**src/rtl/qpu_exu_dispatch_if.sv**
```systemverilog
// Decoder / ALU / OITF bundle for the QPU execution-unit dispatch stage.
// slave = dispatch stage, master = surrounding decoder, ALU and FIFOs.
interface qpu_exu_dispatch_if #(
  parameter int XLEN         = 32,
  parameter int RFIDX_W      = 5,
  parameter int DECINFO_W    = 32,
  parameter int PC_SIZE      = 32,
  parameter int TIME_W       = 32,
  parameter int QUBIT_NUM    = 8,
  parameter int EVENT_WIRE_W = 66,
  parameter int EVENT_NUM    = 8,
  parameter int TQGL_W       = 48
);
  logic                    disp_i_valid;
  logic                    disp_i_ready;
  logic                    disp_i_rs1x0;
  logic                    disp_i_rs2x0;
  logic                    disp_i_rs1en;
  logic                    disp_i_rs2en;
  logic                    disp_i_rdwen;
  logic [RFIDX_W-1:0]      disp_i_rs1idx;
  logic [RFIDX_W-1:0]      disp_i_rs2idx;
  logic [RFIDX_W-1:0]      disp_i_rdidx;
  logic [XLEN-1:0]         disp_i_rs1;
  logic [XLEN-1:0]         disp_i_rs2;
  logic [XLEN-1:0]         disp_i_imm;
  logic [DECINFO_W-1:0]    disp_i_info;
  logic [PC_SIZE-1:0]      disp_i_pc;
  logic                    disp_i_ntp;
  logic                    disp_i_measure;
  logic                    disp_i_nqf;
  logic                    disp_i_fmr;
  logic [TIME_W-1:0]       disp_i_clk;
  logic [QUBIT_NUM-1:0]    disp_i_qmr;
  logic [EVENT_WIRE_W-1:0] disp_i_edata;
  logic [EVENT_NUM-1:0]    disp_i_oprand;
  logic [TQGL_W-1:0]       disp_i_tqgl_pre;
  logic [TQGL_W-1:0]       disp_i_tqgl_cur;

  logic                    disp_o_alu_valid;
  logic                    disp_o_alu_ready;
  logic                    disp_o_alu_longpipe;
  logic [XLEN-1:0]         disp_o_alu_rs1;
  logic [XLEN-1:0]         disp_o_alu_rs2;
  logic                    disp_o_alu_rdwen;
  logic [RFIDX_W-1:0]      disp_o_alu_rdidx;
  logic [DECINFO_W-1:0]    disp_o_alu_info;
  logic [XLEN-1:0]         disp_o_alu_imm;
  logic [PC_SIZE-1:0]      disp_o_alu_pc;
  logic [TIME_W-1:0]       disp_o_alu_clk;
  logic [QUBIT_NUM-1:0]    disp_o_alu_qmr;
  logic [EVENT_WIRE_W-1:0] disp_o_alu_edata;
  logic [EVENT_NUM-1:0]    disp_o_alu_oprand;
  logic [TQGL_W-1:0]       disp_o_alu_tqgl_pre;
  logic [TQGL_W-1:0]       disp_o_alu_tqgl_cur;
  logic                    disp_o_alu_ntp;
  logic                    disp_o_alu_fmr;
  logic                    disp_o_alu_measure;

  logic                    oitfrd_match_disprs1;
  logic                    oitfrd_match_disprs2;
  logic                    oitfrd_match_disprd;
  logic                    oitfqf_match_dispql;

  logic                    disp_oitf_ena;
  logic                    disp_moitf_ena;
  logic                    disp_oitf_ready;
  logic                    disp_moitf_ready;
  logic                    disp_oitf_rs1en;
  logic                    disp_oitf_rs2en;
  logic                    disp_oitf_rdwen;
  logic                    disp_oitf_qfren;
  logic [RFIDX_W-1:0]      disp_oitf_rs1idx;
  logic [RFIDX_W-1:0]      disp_oitf_rs2idx;
  logic [RFIDX_W-1:0]      disp_oitf_rdidx;
  logic [QUBIT_NUM-1:0]    disp_oitf_qubitlist;

  modport slave (
    input  disp_i_valid, disp_i_rs1x0, disp_i_rs2x0,
    input  disp_i_rs1en, disp_i_rs2en, disp_i_rdwen,
    input  disp_i_rs1idx, disp_i_rs2idx, disp_i_rdidx,
    input  disp_i_rs1, disp_i_rs2, disp_i_imm,
    input  disp_i_info, disp_i_pc,
    input  disp_i_ntp, disp_i_measure, disp_i_nqf, disp_i_fmr,
    input  disp_i_clk, disp_i_qmr, disp_i_edata, disp_i_oprand,
    input  disp_i_tqgl_pre, disp_i_tqgl_cur,
    input  disp_o_alu_ready, disp_o_alu_longpipe,
    input  oitfrd_match_disprs1, oitfrd_match_disprs2,
    input  oitfrd_match_disprd, oitfqf_match_dispql,
    input  disp_oitf_ready, disp_moitf_ready,
    output disp_i_ready, disp_o_alu_valid,
    output disp_o_alu_rs1, disp_o_alu_rs2,
    output disp_o_alu_rdwen, disp_o_alu_rdidx,
    output disp_o_alu_info, disp_o_alu_imm, disp_o_alu_pc,
    output disp_o_alu_clk, disp_o_alu_qmr,
    output disp_o_alu_edata, disp_o_alu_oprand,
    output disp_o_alu_tqgl_pre, disp_o_alu_tqgl_cur,
    output disp_o_alu_ntp, disp_o_alu_fmr, disp_o_alu_measure,
    output disp_oitf_ena, disp_moitf_ena,
    output disp_oitf_rs1en, disp_oitf_rs2en,
    output disp_oitf_rdwen, disp_oitf_qfren,
    output disp_oitf_rs1idx, disp_oitf_rs2idx,
    output disp_oitf_rdidx, disp_oitf_qubitlist
  );

  modport master (
    output disp_i_valid, disp_i_rs1x0, disp_i_rs2x0,
    output disp_i_rs1en, disp_i_rs2en, disp_i_rdwen,
    output disp_i_rs1idx, disp_i_rs2idx, disp_i_rdidx,
    output disp_i_rs1, disp_i_rs2, disp_i_imm,
    output disp_i_info, disp_i_pc,
    output disp_i_ntp, disp_i_measure, disp_i_nqf, disp_i_fmr,
    output disp_i_clk, disp_i_qmr, disp_i_edata, disp_i_oprand,
    output disp_i_tqgl_pre, disp_i_tqgl_cur,
    output disp_o_alu_ready, disp_o_alu_longpipe,
    output oitfrd_match_disprs1, oitfrd_match_disprs2,
    output oitfrd_match_disprd, oitfqf_match_dispql,
    output disp_oitf_ready, disp_moitf_ready,
    input  disp_i_ready, disp_o_alu_valid,
    input  disp_o_alu_rs1, disp_o_alu_rs2,
    input  disp_o_alu_rdwen, disp_o_alu_rdidx,
    input  disp_o_alu_info, disp_o_alu_imm, disp_o_alu_pc,
    input  disp_o_alu_clk, disp_o_alu_qmr,
    input  disp_o_alu_edata, disp_o_alu_oprand,
    input  disp_o_alu_tqgl_pre, disp_o_alu_tqgl_cur,
    input  disp_o_alu_ntp, disp_o_alu_fmr, disp_o_alu_measure,
    input  disp_oitf_ena, disp_moitf_ena,
    input  disp_oitf_rs1en, disp_oitf_rs2en,
    input  disp_oitf_rdwen, disp_oitf_qfren,
    input  disp_oitf_rs1idx, disp_oitf_rs2idx,
    input  disp_oitf_rdidx, disp_oitf_qubitlist
  );
endinterface

```
**src/rtl/qpu_exu_dispatch.sv**
```systemverilog
// QPU execution-unit dispatch stage: one-entry hold register with hazard stall.
// Optional macro QPU_DISP_QHAZARD_EN enables qubit-flag hazard stalls.
module qpu_exu_dispatch #(
  parameter int XLEN         = 32,
  parameter int RFIDX_W      = 5,
  parameter int DECINFO_W    = 32,
  parameter int PC_SIZE      = 32,
  parameter int TIME_W       = 32,
  parameter int QUBIT_NUM    = 8,
  parameter int EVENT_WIRE_W = 66,
  parameter int EVENT_NUM    = 8,
  parameter int TQGL_W       = 48
) (
  input logic               clk,
  input logic               rst_n,
  qpu_exu_dispatch_if.slave bus
);

  typedef struct packed {
    logic [XLEN-1:0]         rs1;
    logic [XLEN-1:0]         rs2;
    logic [XLEN-1:0]         imm;
    logic [DECINFO_W-1:0]    info;
    logic [PC_SIZE-1:0]      pc;
    logic [TIME_W-1:0]       tim;
    logic [QUBIT_NUM-1:0]    qmr;
    logic [EVENT_WIRE_W-1:0] edata;
    logic [EVENT_NUM-1:0]    oprand;
    logic [TQGL_W-1:0]       tqgl_pre;
    logic [TQGL_W-1:0]       tqgl_cur;
    logic [RFIDX_W-1:0]      rs1idx;
    logic [RFIDX_W-1:0]      rs2idx;
    logic [RFIDX_W-1:0]      rdidx;
    logic                    rs1en;
    logic                    rs2en;
    logic                    rdwen;
    logic                    ntp;
    logic                    fmr;
    logic                    measure;
    logic                    nqf;
  } hold_t;

  hold_t hold_q;
  hold_t hold_d;
  logic  hold_vld;

  logic dep_oitf;
  logic dep_raw;
  logic dep_qext;
  logic dep_qint;
  logic in_dep;
  logic in_fire;
  logic out_ok;
  logic out_fire;

  // Next hold image: x0 operands are forced to zero on capture.
  always_comb begin
    hold_d          = '0;
    hold_d.rs1      = bus.disp_i_rs1x0 ? '0 : bus.disp_i_rs1;
    hold_d.rs2      = bus.disp_i_rs2x0 ? '0 : bus.disp_i_rs2;
    hold_d.imm      = bus.disp_i_imm;
    hold_d.info     = bus.disp_i_info;
    hold_d.pc       = bus.disp_i_pc;
    hold_d.tim      = bus.disp_i_clk;
    hold_d.qmr      = bus.disp_i_qmr;
    hold_d.edata    = bus.disp_i_edata;
    hold_d.oprand   = bus.disp_i_oprand;
    hold_d.tqgl_pre = bus.disp_i_tqgl_pre;
    hold_d.tqgl_cur = bus.disp_i_tqgl_cur;
    hold_d.rs1idx   = bus.disp_i_rs1idx;
    hold_d.rs2idx   = bus.disp_i_rs2idx;
    hold_d.rdidx    = bus.disp_i_rdidx;
    hold_d.rs1en    = bus.disp_i_rs1en;
    hold_d.rs2en    = bus.disp_i_rs2en;
    hold_d.rdwen    = bus.disp_i_rdwen;
    hold_d.ntp      = bus.disp_i_ntp;
    hold_d.fmr      = bus.disp_i_fmr;
    hold_d.measure  = bus.disp_i_measure;
    hold_d.nqf      = bus.disp_i_nqf;
  end

  // Hazards seen by the OITF for the incoming instruction.
  assign dep_oitf =
      (bus.disp_i_rs1en & bus.oitfrd_match_disprs1)
    | (bus.disp_i_rs2en & bus.oitfrd_match_disprs2)
    | (bus.disp_i_rdwen & bus.oitfrd_match_disprd);

  // The held instruction has not reached the OITF yet, so
  // its destination is checked here against the incoming one.
  assign dep_raw = hold_vld & hold_q.rdwen & (
      (bus.disp_i_rs1en & (hold_q.rdidx == bus.disp_i_rs1idx))
    | (bus.disp_i_rs2en & (hold_q.rdidx == bus.disp_i_rs2idx))
    | (bus.disp_i_rdwen & (hold_q.rdidx == bus.disp_i_rdidx)));

`ifdef QPU_DISP_QHAZARD_EN
  assign dep_qext = bus.disp_i_nqf & bus.oitfqf_match_dispql;
  assign dep_qint = hold_vld & hold_q.measure & bus.disp_i_nqf;
`else
  logic qhaz_unused;
  assign qhaz_unused = bus.oitfqf_match_dispql;
  assign dep_qext    = 1'b0;
  assign dep_qint    = 1'b0;
`endif

  assign in_dep = dep_oitf | dep_raw | dep_qext | dep_qint;

  assign out_ok = hold_vld
    & (~bus.disp_o_alu_longpipe | bus.disp_oitf_ready)
    & (~hold_q.measure | bus.disp_moitf_ready);

  assign out_fire = out_ok & bus.disp_o_alu_ready;
  assign in_fire  = bus.disp_i_valid & bus.disp_i_ready;

  assign bus.disp_i_ready   = ~in_dep & (~hold_vld | out_fire);
  assign bus.disp_o_alu_valid = out_ok;
  assign bus.disp_oitf_ena  = out_fire & bus.disp_o_alu_longpipe;
  assign bus.disp_moitf_ena = out_fire & hold_q.measure;

  // Hold-valid flag: reload wins over drain on a same-cycle swap.
  always_ff @(posedge clk or negedge rst_n) begin
    if (!rst_n) begin
      hold_vld <= 1'b0;
    end else if (in_fire) begin
      hold_vld <= 1'b1;
    end else if (out_fire) begin
      hold_vld <= 1'b0;
    end
  end

  // Payload register captures the instruction on every accept.
  always_ff @(posedge clk or negedge rst_n) begin
    if (!rst_n) begin
      hold_q <= '0;
    end else if (in_fire) begin
      hold_q <= hold_d;
    end
  end

  assign bus.disp_o_alu_rs1      = hold_q.rs1;
  assign bus.disp_o_alu_rs2      = hold_q.rs2;
  assign bus.disp_o_alu_rdwen    = hold_q.rdwen;
  assign bus.disp_o_alu_rdidx    = hold_q.rdidx;
  assign bus.disp_o_alu_info     = hold_q.info;
  assign bus.disp_o_alu_imm      = hold_q.imm;
  assign bus.disp_o_alu_pc       = hold_q.pc;
  assign bus.disp_o_alu_clk      = hold_q.tim;
  assign bus.disp_o_alu_qmr      = hold_q.qmr;
  assign bus.disp_o_alu_edata    = hold_q.edata;
  assign bus.disp_o_alu_oprand   = hold_q.oprand;
  assign bus.disp_o_alu_tqgl_pre = hold_q.tqgl_pre;
  assign bus.disp_o_alu_tqgl_cur = hold_q.tqgl_cur;
  assign bus.disp_o_alu_ntp      = hold_q.ntp;
  assign bus.disp_o_alu_fmr      = hold_q.fmr;
  assign bus.disp_o_alu_measure  = hold_q.measure;

  assign bus.disp_oitf_rs1en     = hold_q.rs1en;
  assign bus.disp_oitf_rs2en     = hold_q.rs2en;
  assign bus.disp_oitf_rdwen     = hold_q.rdwen;
  assign bus.disp_oitf_qfren     = hold_q.nqf;
  assign bus.disp_oitf_rs1idx    = hold_q.rs1idx;
  assign bus.disp_oitf_rs2idx    = hold_q.rs2idx;
  assign bus.disp_oitf_rdidx     = hold_q.rdidx;
  assign bus.disp_oitf_qubitlist = hold_q.qmr;

endmodule

```
**src/flat_wrapper.sv**
```systemverilog
// flat-port wrapper written by rule: the top's interface ports become plain ports
module qpu_exu_dispatch_flat 
#(
  parameter int XLEN         = 32,
  parameter int RFIDX_W      = 5,
  parameter int DECINFO_W    = 32,
  parameter int PC_SIZE      = 32,
  parameter int TIME_W       = 32,
  parameter int QUBIT_NUM    = 8,
  parameter int EVENT_WIRE_W = 66,
  parameter int EVENT_NUM    = 8,
  parameter int TQGL_W       = 48
)
  (clk, rst_n, bus_disp_i_valid, bus_disp_i_rs1x0, bus_disp_i_rs2x0, bus_disp_i_rs1en, bus_disp_i_rs2en, bus_disp_i_rdwen, bus_disp_i_rs1idx, bus_disp_i_rs2idx, bus_disp_i_rdidx, bus_disp_i_rs1, bus_disp_i_rs2, bus_disp_i_imm, bus_disp_i_info, bus_disp_i_pc, bus_disp_i_ntp, bus_disp_i_measure, bus_disp_i_nqf, bus_disp_i_fmr, bus_disp_i_clk, bus_disp_i_qmr, bus_disp_i_edata, bus_disp_i_oprand, bus_disp_i_tqgl_pre, bus_disp_i_tqgl_cur, bus_disp_o_alu_ready, bus_disp_o_alu_longpipe, bus_oitfrd_match_disprs1, bus_oitfrd_match_disprs2, bus_oitfrd_match_disprd, bus_oitfqf_match_dispql, bus_disp_oitf_ready, bus_disp_moitf_ready, bus_disp_i_ready, bus_disp_o_alu_valid, bus_disp_o_alu_rs1, bus_disp_o_alu_rs2, bus_disp_o_alu_rdwen, bus_disp_o_alu_rdidx, bus_disp_o_alu_info, bus_disp_o_alu_imm, bus_disp_o_alu_pc, bus_disp_o_alu_clk, bus_disp_o_alu_qmr, bus_disp_o_alu_edata, bus_disp_o_alu_oprand, bus_disp_o_alu_tqgl_pre, bus_disp_o_alu_tqgl_cur, bus_disp_o_alu_ntp, bus_disp_o_alu_fmr, bus_disp_o_alu_measure, bus_disp_oitf_ena, bus_disp_moitf_ena, bus_disp_oitf_rs1en, bus_disp_oitf_rs2en, bus_disp_oitf_rdwen, bus_disp_oitf_qfren, bus_disp_oitf_rs1idx, bus_disp_oitf_rs2idx, bus_disp_oitf_rdidx, bus_disp_oitf_qubitlist);
  qpu_exu_dispatch_if #(.XLEN(XLEN), .RFIDX_W(RFIDX_W), .DECINFO_W(DECINFO_W), .PC_SIZE(PC_SIZE), .TIME_W(TIME_W), .QUBIT_NUM(QUBIT_NUM), .EVENT_WIRE_W(EVENT_WIRE_W), .EVENT_NUM(EVENT_NUM), .TQGL_W(TQGL_W)) bus_i ();
  input logic clk;
  input logic rst_n;
  input wire logic [$bits(bus_i.disp_i_valid)-1:0] bus_disp_i_valid;
  input wire logic [$bits(bus_i.disp_i_rs1x0)-1:0] bus_disp_i_rs1x0;
  input wire logic [$bits(bus_i.disp_i_rs2x0)-1:0] bus_disp_i_rs2x0;
  input wire logic [$bits(bus_i.disp_i_rs1en)-1:0] bus_disp_i_rs1en;
  input wire logic [$bits(bus_i.disp_i_rs2en)-1:0] bus_disp_i_rs2en;
  input wire logic [$bits(bus_i.disp_i_rdwen)-1:0] bus_disp_i_rdwen;
  input wire logic [$bits(bus_i.disp_i_rs1idx)-1:0] bus_disp_i_rs1idx;
  input wire logic [$bits(bus_i.disp_i_rs2idx)-1:0] bus_disp_i_rs2idx;
  input wire logic [$bits(bus_i.disp_i_rdidx)-1:0] bus_disp_i_rdidx;
  input wire logic [$bits(bus_i.disp_i_rs1)-1:0] bus_disp_i_rs1;
  input wire logic [$bits(bus_i.disp_i_rs2)-1:0] bus_disp_i_rs2;
  input wire logic [$bits(bus_i.disp_i_imm)-1:0] bus_disp_i_imm;
  input wire logic [$bits(bus_i.disp_i_info)-1:0] bus_disp_i_info;
  input wire logic [$bits(bus_i.disp_i_pc)-1:0] bus_disp_i_pc;
  input wire logic [$bits(bus_i.disp_i_ntp)-1:0] bus_disp_i_ntp;
  input wire logic [$bits(bus_i.disp_i_measure)-1:0] bus_disp_i_measure;
  input wire logic [$bits(bus_i.disp_i_nqf)-1:0] bus_disp_i_nqf;
  input wire logic [$bits(bus_i.disp_i_fmr)-1:0] bus_disp_i_fmr;
  input wire logic [$bits(bus_i.disp_i_clk)-1:0] bus_disp_i_clk;
  input wire logic [$bits(bus_i.disp_i_qmr)-1:0] bus_disp_i_qmr;
  input wire logic [$bits(bus_i.disp_i_edata)-1:0] bus_disp_i_edata;
  input wire logic [$bits(bus_i.disp_i_oprand)-1:0] bus_disp_i_oprand;
  input wire logic [$bits(bus_i.disp_i_tqgl_pre)-1:0] bus_disp_i_tqgl_pre;
  input wire logic [$bits(bus_i.disp_i_tqgl_cur)-1:0] bus_disp_i_tqgl_cur;
  input wire logic [$bits(bus_i.disp_o_alu_ready)-1:0] bus_disp_o_alu_ready;
  input wire logic [$bits(bus_i.disp_o_alu_longpipe)-1:0] bus_disp_o_alu_longpipe;
  input wire logic [$bits(bus_i.oitfrd_match_disprs1)-1:0] bus_oitfrd_match_disprs1;
  input wire logic [$bits(bus_i.oitfrd_match_disprs2)-1:0] bus_oitfrd_match_disprs2;
  input wire logic [$bits(bus_i.oitfrd_match_disprd)-1:0] bus_oitfrd_match_disprd;
  input wire logic [$bits(bus_i.oitfqf_match_dispql)-1:0] bus_oitfqf_match_dispql;
  input wire logic [$bits(bus_i.disp_oitf_ready)-1:0] bus_disp_oitf_ready;
  input wire logic [$bits(bus_i.disp_moitf_ready)-1:0] bus_disp_moitf_ready;
  output wire logic [$bits(bus_i.disp_i_ready)-1:0] bus_disp_i_ready;
  output wire logic [$bits(bus_i.disp_o_alu_valid)-1:0] bus_disp_o_alu_valid;
  output wire logic [$bits(bus_i.disp_o_alu_rs1)-1:0] bus_disp_o_alu_rs1;
  output wire logic [$bits(bus_i.disp_o_alu_rs2)-1:0] bus_disp_o_alu_rs2;
  output wire logic [$bits(bus_i.disp_o_alu_rdwen)-1:0] bus_disp_o_alu_rdwen;
  output wire logic [$bits(bus_i.disp_o_alu_rdidx)-1:0] bus_disp_o_alu_rdidx;
  output wire logic [$bits(bus_i.disp_o_alu_info)-1:0] bus_disp_o_alu_info;
  output wire logic [$bits(bus_i.disp_o_alu_imm)-1:0] bus_disp_o_alu_imm;
  output wire logic [$bits(bus_i.disp_o_alu_pc)-1:0] bus_disp_o_alu_pc;
  output wire logic [$bits(bus_i.disp_o_alu_clk)-1:0] bus_disp_o_alu_clk;
  output wire logic [$bits(bus_i.disp_o_alu_qmr)-1:0] bus_disp_o_alu_qmr;
  output wire logic [$bits(bus_i.disp_o_alu_edata)-1:0] bus_disp_o_alu_edata;
  output wire logic [$bits(bus_i.disp_o_alu_oprand)-1:0] bus_disp_o_alu_oprand;
  output wire logic [$bits(bus_i.disp_o_alu_tqgl_pre)-1:0] bus_disp_o_alu_tqgl_pre;
  output wire logic [$bits(bus_i.disp_o_alu_tqgl_cur)-1:0] bus_disp_o_alu_tqgl_cur;
  output wire logic [$bits(bus_i.disp_o_alu_ntp)-1:0] bus_disp_o_alu_ntp;
  output wire logic [$bits(bus_i.disp_o_alu_fmr)-1:0] bus_disp_o_alu_fmr;
  output wire logic [$bits(bus_i.disp_o_alu_measure)-1:0] bus_disp_o_alu_measure;
  output wire logic [$bits(bus_i.disp_oitf_ena)-1:0] bus_disp_oitf_ena;
  output wire logic [$bits(bus_i.disp_moitf_ena)-1:0] bus_disp_moitf_ena;
  output wire logic [$bits(bus_i.disp_oitf_rs1en)-1:0] bus_disp_oitf_rs1en;
  output wire logic [$bits(bus_i.disp_oitf_rs2en)-1:0] bus_disp_oitf_rs2en;
  output wire logic [$bits(bus_i.disp_oitf_rdwen)-1:0] bus_disp_oitf_rdwen;
  output wire logic [$bits(bus_i.disp_oitf_qfren)-1:0] bus_disp_oitf_qfren;
  output wire logic [$bits(bus_i.disp_oitf_rs1idx)-1:0] bus_disp_oitf_rs1idx;
  output wire logic [$bits(bus_i.disp_oitf_rs2idx)-1:0] bus_disp_oitf_rs2idx;
  output wire logic [$bits(bus_i.disp_oitf_rdidx)-1:0] bus_disp_oitf_rdidx;
  output wire logic [$bits(bus_i.disp_oitf_qubitlist)-1:0] bus_disp_oitf_qubitlist;
  assign bus_i.disp_i_valid = bus_disp_i_valid;
  assign bus_i.disp_i_rs1x0 = bus_disp_i_rs1x0;
  assign bus_i.disp_i_rs2x0 = bus_disp_i_rs2x0;
  assign bus_i.disp_i_rs1en = bus_disp_i_rs1en;
  assign bus_i.disp_i_rs2en = bus_disp_i_rs2en;
  assign bus_i.disp_i_rdwen = bus_disp_i_rdwen;
  assign bus_i.disp_i_rs1idx = bus_disp_i_rs1idx;
  assign bus_i.disp_i_rs2idx = bus_disp_i_rs2idx;
  assign bus_i.disp_i_rdidx = bus_disp_i_rdidx;
  assign bus_i.disp_i_rs1 = bus_disp_i_rs1;
  assign bus_i.disp_i_rs2 = bus_disp_i_rs2;
  assign bus_i.disp_i_imm = bus_disp_i_imm;
  assign bus_i.disp_i_info = bus_disp_i_info;
  assign bus_i.disp_i_pc = bus_disp_i_pc;
  assign bus_i.disp_i_ntp = bus_disp_i_ntp;
  assign bus_i.disp_i_measure = bus_disp_i_measure;
  assign bus_i.disp_i_nqf = bus_disp_i_nqf;
  assign bus_i.disp_i_fmr = bus_disp_i_fmr;
  assign bus_i.disp_i_clk = bus_disp_i_clk;
  assign bus_i.disp_i_qmr = bus_disp_i_qmr;
  assign bus_i.disp_i_edata = bus_disp_i_edata;
  assign bus_i.disp_i_oprand = bus_disp_i_oprand;
  assign bus_i.disp_i_tqgl_pre = bus_disp_i_tqgl_pre;
  assign bus_i.disp_i_tqgl_cur = bus_disp_i_tqgl_cur;
  assign bus_i.disp_o_alu_ready = bus_disp_o_alu_ready;
  assign bus_i.disp_o_alu_longpipe = bus_disp_o_alu_longpipe;
  assign bus_i.oitfrd_match_disprs1 = bus_oitfrd_match_disprs1;
  assign bus_i.oitfrd_match_disprs2 = bus_oitfrd_match_disprs2;
  assign bus_i.oitfrd_match_disprd = bus_oitfrd_match_disprd;
  assign bus_i.oitfqf_match_dispql = bus_oitfqf_match_dispql;
  assign bus_i.disp_oitf_ready = bus_disp_oitf_ready;
  assign bus_i.disp_moitf_ready = bus_disp_moitf_ready;
  assign bus_disp_i_ready = bus_i.disp_i_ready;
  assign bus_disp_o_alu_valid = bus_i.disp_o_alu_valid;
  assign bus_disp_o_alu_rs1 = bus_i.disp_o_alu_rs1;
  assign bus_disp_o_alu_rs2 = bus_i.disp_o_alu_rs2;
  assign bus_disp_o_alu_rdwen = bus_i.disp_o_alu_rdwen;
  assign bus_disp_o_alu_rdidx = bus_i.disp_o_alu_rdidx;
  assign bus_disp_o_alu_info = bus_i.disp_o_alu_info;
  assign bus_disp_o_alu_imm = bus_i.disp_o_alu_imm;
  assign bus_disp_o_alu_pc = bus_i.disp_o_alu_pc;
  assign bus_disp_o_alu_clk = bus_i.disp_o_alu_clk;
  assign bus_disp_o_alu_qmr = bus_i.disp_o_alu_qmr;
  assign bus_disp_o_alu_edata = bus_i.disp_o_alu_edata;
  assign bus_disp_o_alu_oprand = bus_i.disp_o_alu_oprand;
  assign bus_disp_o_alu_tqgl_pre = bus_i.disp_o_alu_tqgl_pre;
  assign bus_disp_o_alu_tqgl_cur = bus_i.disp_o_alu_tqgl_cur;
  assign bus_disp_o_alu_ntp = bus_i.disp_o_alu_ntp;
  assign bus_disp_o_alu_fmr = bus_i.disp_o_alu_fmr;
  assign bus_disp_o_alu_measure = bus_i.disp_o_alu_measure;
  assign bus_disp_oitf_ena = bus_i.disp_oitf_ena;
  assign bus_disp_moitf_ena = bus_i.disp_moitf_ena;
  assign bus_disp_oitf_rs1en = bus_i.disp_oitf_rs1en;
  assign bus_disp_oitf_rs2en = bus_i.disp_oitf_rs2en;
  assign bus_disp_oitf_rdwen = bus_i.disp_oitf_rdwen;
  assign bus_disp_oitf_qfren = bus_i.disp_oitf_qfren;
  assign bus_disp_oitf_rs1idx = bus_i.disp_oitf_rs1idx;
  assign bus_disp_oitf_rs2idx = bus_i.disp_oitf_rs2idx;
  assign bus_disp_oitf_rdidx = bus_i.disp_oitf_rdidx;
  assign bus_disp_oitf_qubitlist = bus_i.disp_oitf_qubitlist;
  qpu_exu_dispatch #(.XLEN(XLEN), .RFIDX_W(RFIDX_W), .DECINFO_W(DECINFO_W), .PC_SIZE(PC_SIZE), .TIME_W(TIME_W), .QUBIT_NUM(QUBIT_NUM), .EVENT_WIRE_W(EVENT_WIRE_W), .EVENT_NUM(EVENT_NUM), .TQGL_W(TQGL_W)) u_core (.clk(clk), .rst_n(rst_n), .bus(bus_i));
endmodule
```
**config.mk**
```make
export PLATFORM = sky130hd
export DESIGN_NAME = qpu_exu_dispatch_flat
export DESIGN_NICKNAME = d
export VERILOG_FILES = /design/src/rtl/qpu_exu_dispatch_if.sv /design/src/rtl/qpu_exu_dispatch.sv /design/src/flat_wrapper.sv
export SDC_FILE = /design/constraint.sdc
export NUM_CORES = 1
export LEC_CHECK = 0
export ABC_AREA = 1
export CORE_AREA = 2 2 318 320
export DETAILED_ROUTE_END_ITERATION = 8
export DIE_AREA = 0 0 320 322
export GPL_TIMING_DRIVEN = 0
export PLACE_DENSITY = 0.42
export SYNTH_ARGS = -nofsm -noshare
export SYNTH_HDL_FRONTEND = slang
export SYNTH_SLANG_ARGS = --single-unit
```
**constraint.sdc**
```tcl
create_clock -name clk -period 2.5 [get_ports clk]
set_input_delay 0.25 -clock clk [delete_from_list [all_inputs] [get_ports clk]]
set_output_delay 0.25 -clock clk [all_outputs]
set_load 0.05 [all_outputs]
```
==> impl_results.md, run 1 <==
* Number of port buffers at a little over 800
* Final Slew Violations at 0
* HPWL Detailed at between 60,000 and 70,000 um
* Highest net fanout along the worst path at 6
* Site row count at approximately 120
* First-pass GRT wire length at about 130,000 um
* Status: finished, final reports clean
* Slew of the pin with the lowest slew margin at roughly 1100 ps
* Total die area at roughly 100,000 sq um
* Cell area after synthesis at 16,900 sq um
* Combinational share of power at a little under three fifths
* Signal arrival time at the worst endpoint at 2130 ps
* Count of pins on the block boundary at between 800 and 900
* Total length of routed wires at roughly 89,000 um
* FF+latch count, synth at 393
* Worst-case setup margin in the final layout at about 120 ps
* Maximum number of pins on one net before global-route repair at 105
* Global-route total usage across every layer at 16.7%
* Drt first pass iters at 4
* Sequential fraction of the synthesis area at 58.0%
* Sinks on Clock Net at approximately 390
* Endpoint required time on the critical path at 2250 ps
* Area of all placed cells without fillers at ~29,000 sq um
* Cell depth of the worst flop-to-flop path at 10
* Die width at ~320 um
* Clock root buffer: sky130_fd_sc_hd__clkbuf_16
* Ratio of total power to cell area at 1490 nW/um^2
* Post-synthesis area per instance at around 8.5 sq um
* TritonCTS clock tree: yes
* Floorplan Core Area at 99,600 sq um
* Number of global-route vias before repair at 17,900
* Instance count of the mapped netlist at about 2,000
* Endpoint of the worst-slack reg-to-reg timing path: u_core.bus.disp_o_alu_imm[6]
* Most common cell after layout, fill and taps aside: sky130_fd_sc_hd__nand2_1
* First element of the critical path: u_core.hold_vld
* P&R area growth vs syn at 70.3%
* Placer's final routability congestion estimate at about 0.86
* Height of the chip at 322 um
* Worst reg2reg path startpoint: u_core.hold_vld
* Syn_nets at around 2,400
* DRC violation count after routing at 0
* Share of power burned in registers at between 20% and 30%
* Placement Setup Slack at -1920 ps
* Ratio of cells with drive above 1 in the final layout at between 8 and 9%
* Clock transition at the registers of the reported paths at approximately 60 ps
* Sort of element at the start of the critical path: flip-flop
* Total congestion overflow after global routing at 0
* Highest achievable clock rate at approximately 420 MHz
* Number of max-capacitance violations reported at 0
* Residual antenna-violating net count after detailed routing at 0
* Register-to-Register Setup Slack at about 160 ps
* Kind of path behind the tightest hold check: in2reg
* Clock buffer count from CTS at 52
* CTS Buffer Depth at 3
* Clock power share at 17.9%
* Final clock period utilization by the worst path at a little over nine tenths
* Clock H-tree levels at 2
* Slowest cell on the critical path: sky130_fd_sc_hd__dfrtp_1
* Final hold viol count at 0
* Latest clock arrival within the worst-skew pair at around 620 ps
* Cell Count Post-Placement at slightly above 4,000
* Total placed instance area at 26,800 sq um
* Period minus WS final at 2380 ps
* Fin cells at between 4,000 and 5,000
* Worst-case vdd ir drop at approximately 0.6 mV
* Unrepaired setup endpoints after global routing: yes
* Final setup viols at 0
* Startpoint-to-endpoint class of the critical path: reg2out
* Psw at 21.6 mW
* Internal power at ~21 mW
* Number of violations reported at the end of detailed-routing iteration 0 at 895
* Largest stage delay on the critical path at between 300 and 400 ps
* CP Cell Sequence: inv_1, nor3_4, nand2_4, a21oi_4, clkbuf_16, and2_4, buf_8
* Leading cell types in the layout, fill and taps excluded: sky130_fd_sc_hd__nand2_1 (827), sky130_fd_sc_hd__clkdlybuf4s50_1 (808), sky130_fd_sc_hd__nand4_1 (392)
* Vias at between 15,000 and 20,000
* Capture point of the worst path: bus_disp_i_ready
* Starting density of the core at ~17%
* Type of destination of the critical path: output port
* Wire length per cell at approximately 21 um
* Antenna violations before repair at 11
* Cell leakage power at between 10 and 15 nW
* Yosys warnings at 0
* Headroom to the max-slew limit at a little over a quarter
* Final setup skew at about 15 ps
* Post-detailed-route via-to-cell ratio at 4.12
* Number of distinct standard cells referenced by the synthesized netlist at 14
* Count of nets after finishing at ~3,300
* Net Sw Frac at between 50% and 60%
state kept, by name (all words and copies together), names as in the netlist, 32 cells and up:
register / flops
u_core.bus.disp_o_alu_tqgl_cur: 48
u_core.bus.disp_o_alu_clk: 32
u_core.bus.disp_o_alu_edata: 66
u_core.bus.disp_o_alu_rs2: 32
u_core.bus.disp_o_alu_pc: 32
u_core.bus.disp_o_alu_imm: 32
u_core.bus.disp_o_alu_rs1: 32
u_core.bus.disp_o_alu_info: 32
u_core.bus.disp_o_alu_tqgl_pre: 48
timing repair:
item	CTS	global route
setup endpoints to repair	396	165
pin swaps	4	7
endpoints found under the hold margin	94	0
buffers inserted	5	8
hold buffers	1	0
resized for setup	94	29
final cells by class:
class	instances	area, sq um
antenna	12	30.0
buffer	193	1010
clock buffer	81	1580
clock inverter	12	120
fill	10800	70700
inverter	86	323
multi-input combinational	1314	6000
sequential	393	9840
tap	1298	1620
timing repair buffer	829	8330
synth_stat cells:
cell type / n / area, sq um
sky130_fd_sc_hd__buf_2: 59 / 295
sky130_fd_sc_hd__inv_1: 86 / 323
sky130_fd_sc_hd__and2_1: 1 / 6.26
sky130_fd_sc_hd__nor2_1: 80 / 300
sky130_fd_sc_hd__nand2_1: 832 / 3120
sky130_fd_sc_hd__a21oi_2: 1 / 8.76
sky130_fd_sc_hd__nor3_2: 1 / 10.0
sky130_fd_sc_hd__buf_4: 14 / 105
sky130_fd_sc_hd__nand3_1: 6 / 30.0
sky130_fd_sc_hd__dfrtp_1: 393 / 9830
sky130_fd_sc_hd__nand4_1: 392 / 2450
sky130_fd_sc_hd__buf_1: 2 / 7.51
sky130_fd_sc_hd__clkbuf_1: 118 / 443
sky130_fd_sc_hd__o21ai_0: 1 / 5.00
worst min path at each step:
stage,startpoint,endpoint,slack [ps],cells after the start
3_3_place_gp,u_core.bus.disp_o_alu_pc[6],u_core.bus.disp_o_alu_pc[6],450,2
4_1_cts,bus_disp_i_info[24],u_core.bus.disp_o_alu_info[24],130,3
6_report,bus_disp_i_info[30],u_core.bus.disp_o_alu_info[30],200,3
5_1_grt,bus_disp_i_info[24],u_core.bus.disp_o_alu_info[24],160,3
3_5_place_dp,rst_n,u_core.bus.disp_o_alu_rs1[30],370,1
2_1_floorplan,rst_n,u_core.bus.disp_o_alu_clk[0],-50,0
layer usage:
layer	up-vias	track usage (%)	share of wire [%]
li1	8371	-	-
met1	8305	19.4	40
met2	577	28.4	48
met3	120	5.88	8.6
met4	8	5.63	2.9
met5	-	0	0.059
critical path: cells and delay by family (launching register included):
family,cells,cell delay [ps]
flops,1,360
simple gates,3,510
buf+inv,3,430
compound gates,1,220
stage by stage:
| step | total power, mW | setup TNS, ps | util (%) | hold WS (ps) |
|---|---|---|---|---|
| 2_1_floorplan | 25.5 | 0 | - | -45.6 |
| 3_5_place_dp | 35.2 | -623640 | 26.9 | 365 |
| 6_report | 42.9 | 0 | 29.0 | 199 |
| 4_1_cts | 43.4 | -44.1 | 28.9 | 134 |
| 5_1_grt | 45.0 | -16.1 | 29.0 | 156 |
| 3_3_place_gp | 35.3 | -8023410 | 26.8 | 452 |
cell families after synthesis:
family	Yosys count	share of synthesized area, %
AND/OR/NAND/NOR	1312	35.0
flip-flops	393	58.0
buffers and inverters	279	6.93
AO/OA/AOI/OAI	2	0.0812
power by group through the flow:
stage	clock, mW	sequential, mW	combinational, mW
final	7.67	11.0	24.1
after global routing	8.16	11.4	25.4
after CTS	7.95	11.1	24.3
after detailed placement	0	11.1	24.1
after global placement	0	11.1	24.1
after floorplan	0	21.3	4.19
(Power assumes the default switching activity.)
==> inputs of run 2 (changes only) <==
- CAP_MARGIN: unset -> 20
- MAX_ROUTING_LAYER: unset -> met4
- PLACE_DENSITY: 0.42 -> 0.41
==> impl_results.md, run 2 (synthesis results as in run 1) <==
* Headroom to the max-slew limit at 36.1%
* Post-detailed-route via-to-cell ratio at about 4
* Final hold viol count at 0
* Residual antenna-violating net count after detailed routing at 0
* Fraction of the core area covered by cells at the end of the flow at between 20% and 30%
* Highest achievable clock rate at between 400 and 500 MHz
* Worst-case vdd ir drop at 0.613 mV
* Final setup viols at 0
* Overall power of the completed layout at roughly 43 mW
* Period minus WS final at 2490 ps
* Ratio of total power to cell area at ~1500 nW/um^2
* Status: finished, final reports clean
* Drt first pass iters at 7
* Clock H-tree levels at 2
* Cell leakage power at around 14 nW
* First-pass GRT wire length at 126,000 um
* Number of violations reported at the end of detailed-routing iteration 0 at 1,016
* Placer's final routability congestion estimate at about 0.85
* Most common cell after layout, fill and taps aside: sky130_fd_sc_hd__nand2_1
* Hold WS at ~190 ps
* Final clock period utilization by the worst path at about 100%
* TritonCTS clock tree: yes
* Endpoint of the worst-slack reg-to-reg timing path: u_core.bus.disp_o_alu_imm[2]
* Hold Path Origin: bus_disp_i_edata[21]
* Count of pins on the block boundary at a little over 800
* Capture endpoint of the worst hold path: u_core.bus.disp_o_alu_edata[21]
* Clock buffer count from CTS at 53
* CTS Buffer Depth at 3
* Number of port buffers at 812
* Type of destination of the critical path: output port
* Count of fill cells added during filler insertion at ~11,000
* Die width at ~320 um
* P&R area growth vs syn at 71.5%
* Maximum number of pins on one net before global-route repair at 106
* Kind of path behind the tightest hold check: in2reg
* Register-to-Register Setup Slack at 60 ps
* Highest net fanout along the worst path at 3
* WHS Path Cells at 3
* Clock root buffer: sky130_fd_sc_hd__clkbuf_16
* Startpoint-to-endpoint class of the critical path: reg2out
* Latest clock arrival within the worst-skew pair at ~630 ps
* Slew of the pin with the lowest slew margin at 959 ps
* Starting density of the core at about 17%
* DRC violation count after routing at 0
* Unrepaired setup endpoints after global routing: yes
* Floorplan Core Area at about 100,000 sq um
* Total congestion overflow after global routing at 0
* Final setup skew at between 20 and 30 ps
* Vias at 17,400
* Signal arrival time at the worst endpoint at between 2000 and 2500 ps
* Number of max-capacitance violations reported at 0
* Height of the chip at 322 um
* Global-route total usage across every layer at between 15 and 20%
* Sinks on Clock Net at between 300 and 400
* Ratio of cells with drive above 1 in the final layout at approximately 8.4%
* Wire length per cell at approximately 21 um
* Number of global-route vias before repair at 18,100
* Leading cell types in the layout, fill and taps excluded: sky130_fd_sc_hd__nand2_1 (830), sky130_fd_sc_hd__clkdlybuf4s50_1 (807), sky130_fd_sc_hd__nand4_1 (392)
* Endpoint required time on the critical path at approximately 2300 ps
* Site row count at between 100 and 150
* Total length of routed wires at 89,400 um
* Worst reg2reg path startpoint: u_core.bus.disp_o_alu_measure
* Total negative slack for setup checks at 0 ps
* HPWL Detailed at between 60,000 and 70,000 um
* Final Slew Violations at 0
* Count of nets after finishing at between 3,000 and 4,000
* Antenna violations before repair at 20
* Max reg flops at 66
* Sort of element at the start of the critical path: flip-flop
* Total die area at 103,000 sq um
* Clock transition at the registers of the reported paths at 60 ps
* Cell depth of the worst flop-to-flop path at 11
run 2: cell count changes in the layout (fill, tap and decap cells not counted), moves of 3 or more:
cell	delta
sky130_fd_sc_hd__buf_2	-13
sky130_fd_sc_hd__buf_8	+5
sky130_fd_sc_hd__clkbuf_16	+3
sky130_fd_sc_hd__clkbuf_2	-7
sky130_fd_sc_hd__clkbuf_4	+17
sky130_fd_sc_hd__diode_2	+9
sky130_fd_sc_hd__inv_1	+4
sky130_fd_sc_hd__inv_2	-5
sky130_fd_sc_hd__nand2_1	+3
sky130_fd_sc_hd__nand2_2	-3
run 2: worst max-delay path, cell delays in order, from the launching register on:
cell                        delay [ps]
sky130_fd_sc_hd__dfrtp_1           420
sky130_fd_sc_hd__inv_4             120
sky130_fd_sc_hd__nor2_4             40
sky130_fd_sc_hd__nor3_4            160
sky130_fd_sc_hd__nand2_4           150
sky130_fd_sc_hd__a21oi_4           250
sky130_fd_sc_hd__clkbuf_16         190
sky130_fd_sc_hd__and2_4            140
sky130_fd_sc_hd__buf_8             140
run 2: how the worst max path moves through the flow:
stage | cells after the start | from | slack [ps] | to
2_1_floorplan | 7 | u_core.bus.disp_o_alu_measure | 20 | bus_disp_i_ready
3_5_place_dp | 10 | bus_disp_oitf_ready | -2020 | u_core.bus.disp_o_alu_tqgl_cur[17]
5_1_grt | 8 | u_core.bus.disp_o_alu_measure | -170 | bus_disp_i_ready
3_3_place_gp | 1 | rst_n | -19030 | u_core.bus.disp_o_alu_rs1[20]
4_1_cts | 8 | u_core.bus.disp_o_alu_measure | -140 | bus_disp_i_ready
6_report | 8 | u_core.bus.disp_o_alu_measure | 6 | bus_disp_i_ready
run 2: metal layers:
layer	wire length, um	GRT usage [%]	up-vias	share of wire [%]
met5	0	-	-	0
met4	2550	5.24	0	2.9
met3	6890	5.81	109	7.7
met2	43300	28.5	562	48
met1	36600	19.7	8288	41
li1	-	-	8408	-
run 2: timing repair:
item / 4_1_cts / 5_1_grt
resized for setup: 124 / 39
hold endpoints to repair: 90 / 0
hold buffers: 1 / 0
pin swaps: 8 / 6
endpoints found under the setup margin: 397 / 301
buffers inserted: 13 / 1
run 2: where the power goes:
part	switching, mW	internal (mW)	leakage, nW	total (mW)
logic	16.7	7.52	7.95	24.2
registers	1.78	9.31	4.92	11.1
clock network	3.17	4.58	0.857	7.75
run 2: layout make-up:
cell class / count / area (sq um) / share of cell area (%)
Inverter: 86 / 325 / 1.12
Timing Repair Buffer: 831 / 8380 / 28.8
Sequential cell: 393 / 9840 / 33.9
Antenna cell: 21 / 52.6 / 0.181
Buffer: 192 / 1110 / 3.83
Tap cell: 1298 / 1620 / 5.59
Clock inverter: 14 / 130 / 0.448
Multi-Input combinational cell: 1314 / 5990 / 20.6
Clock buffer: 84 / 1610 / 5.52
run 2: per-stage QoR:
step	setup WS, ps	cell area, sq um	cells
after floorplan	23.2	17000	1986
after global placement	-19030	26700	4096
after detailed placement	-2020	26800	4100
after CTS	-136	29000	4211
after global routing	-167	29100	4231
final	6.36	29100	4233
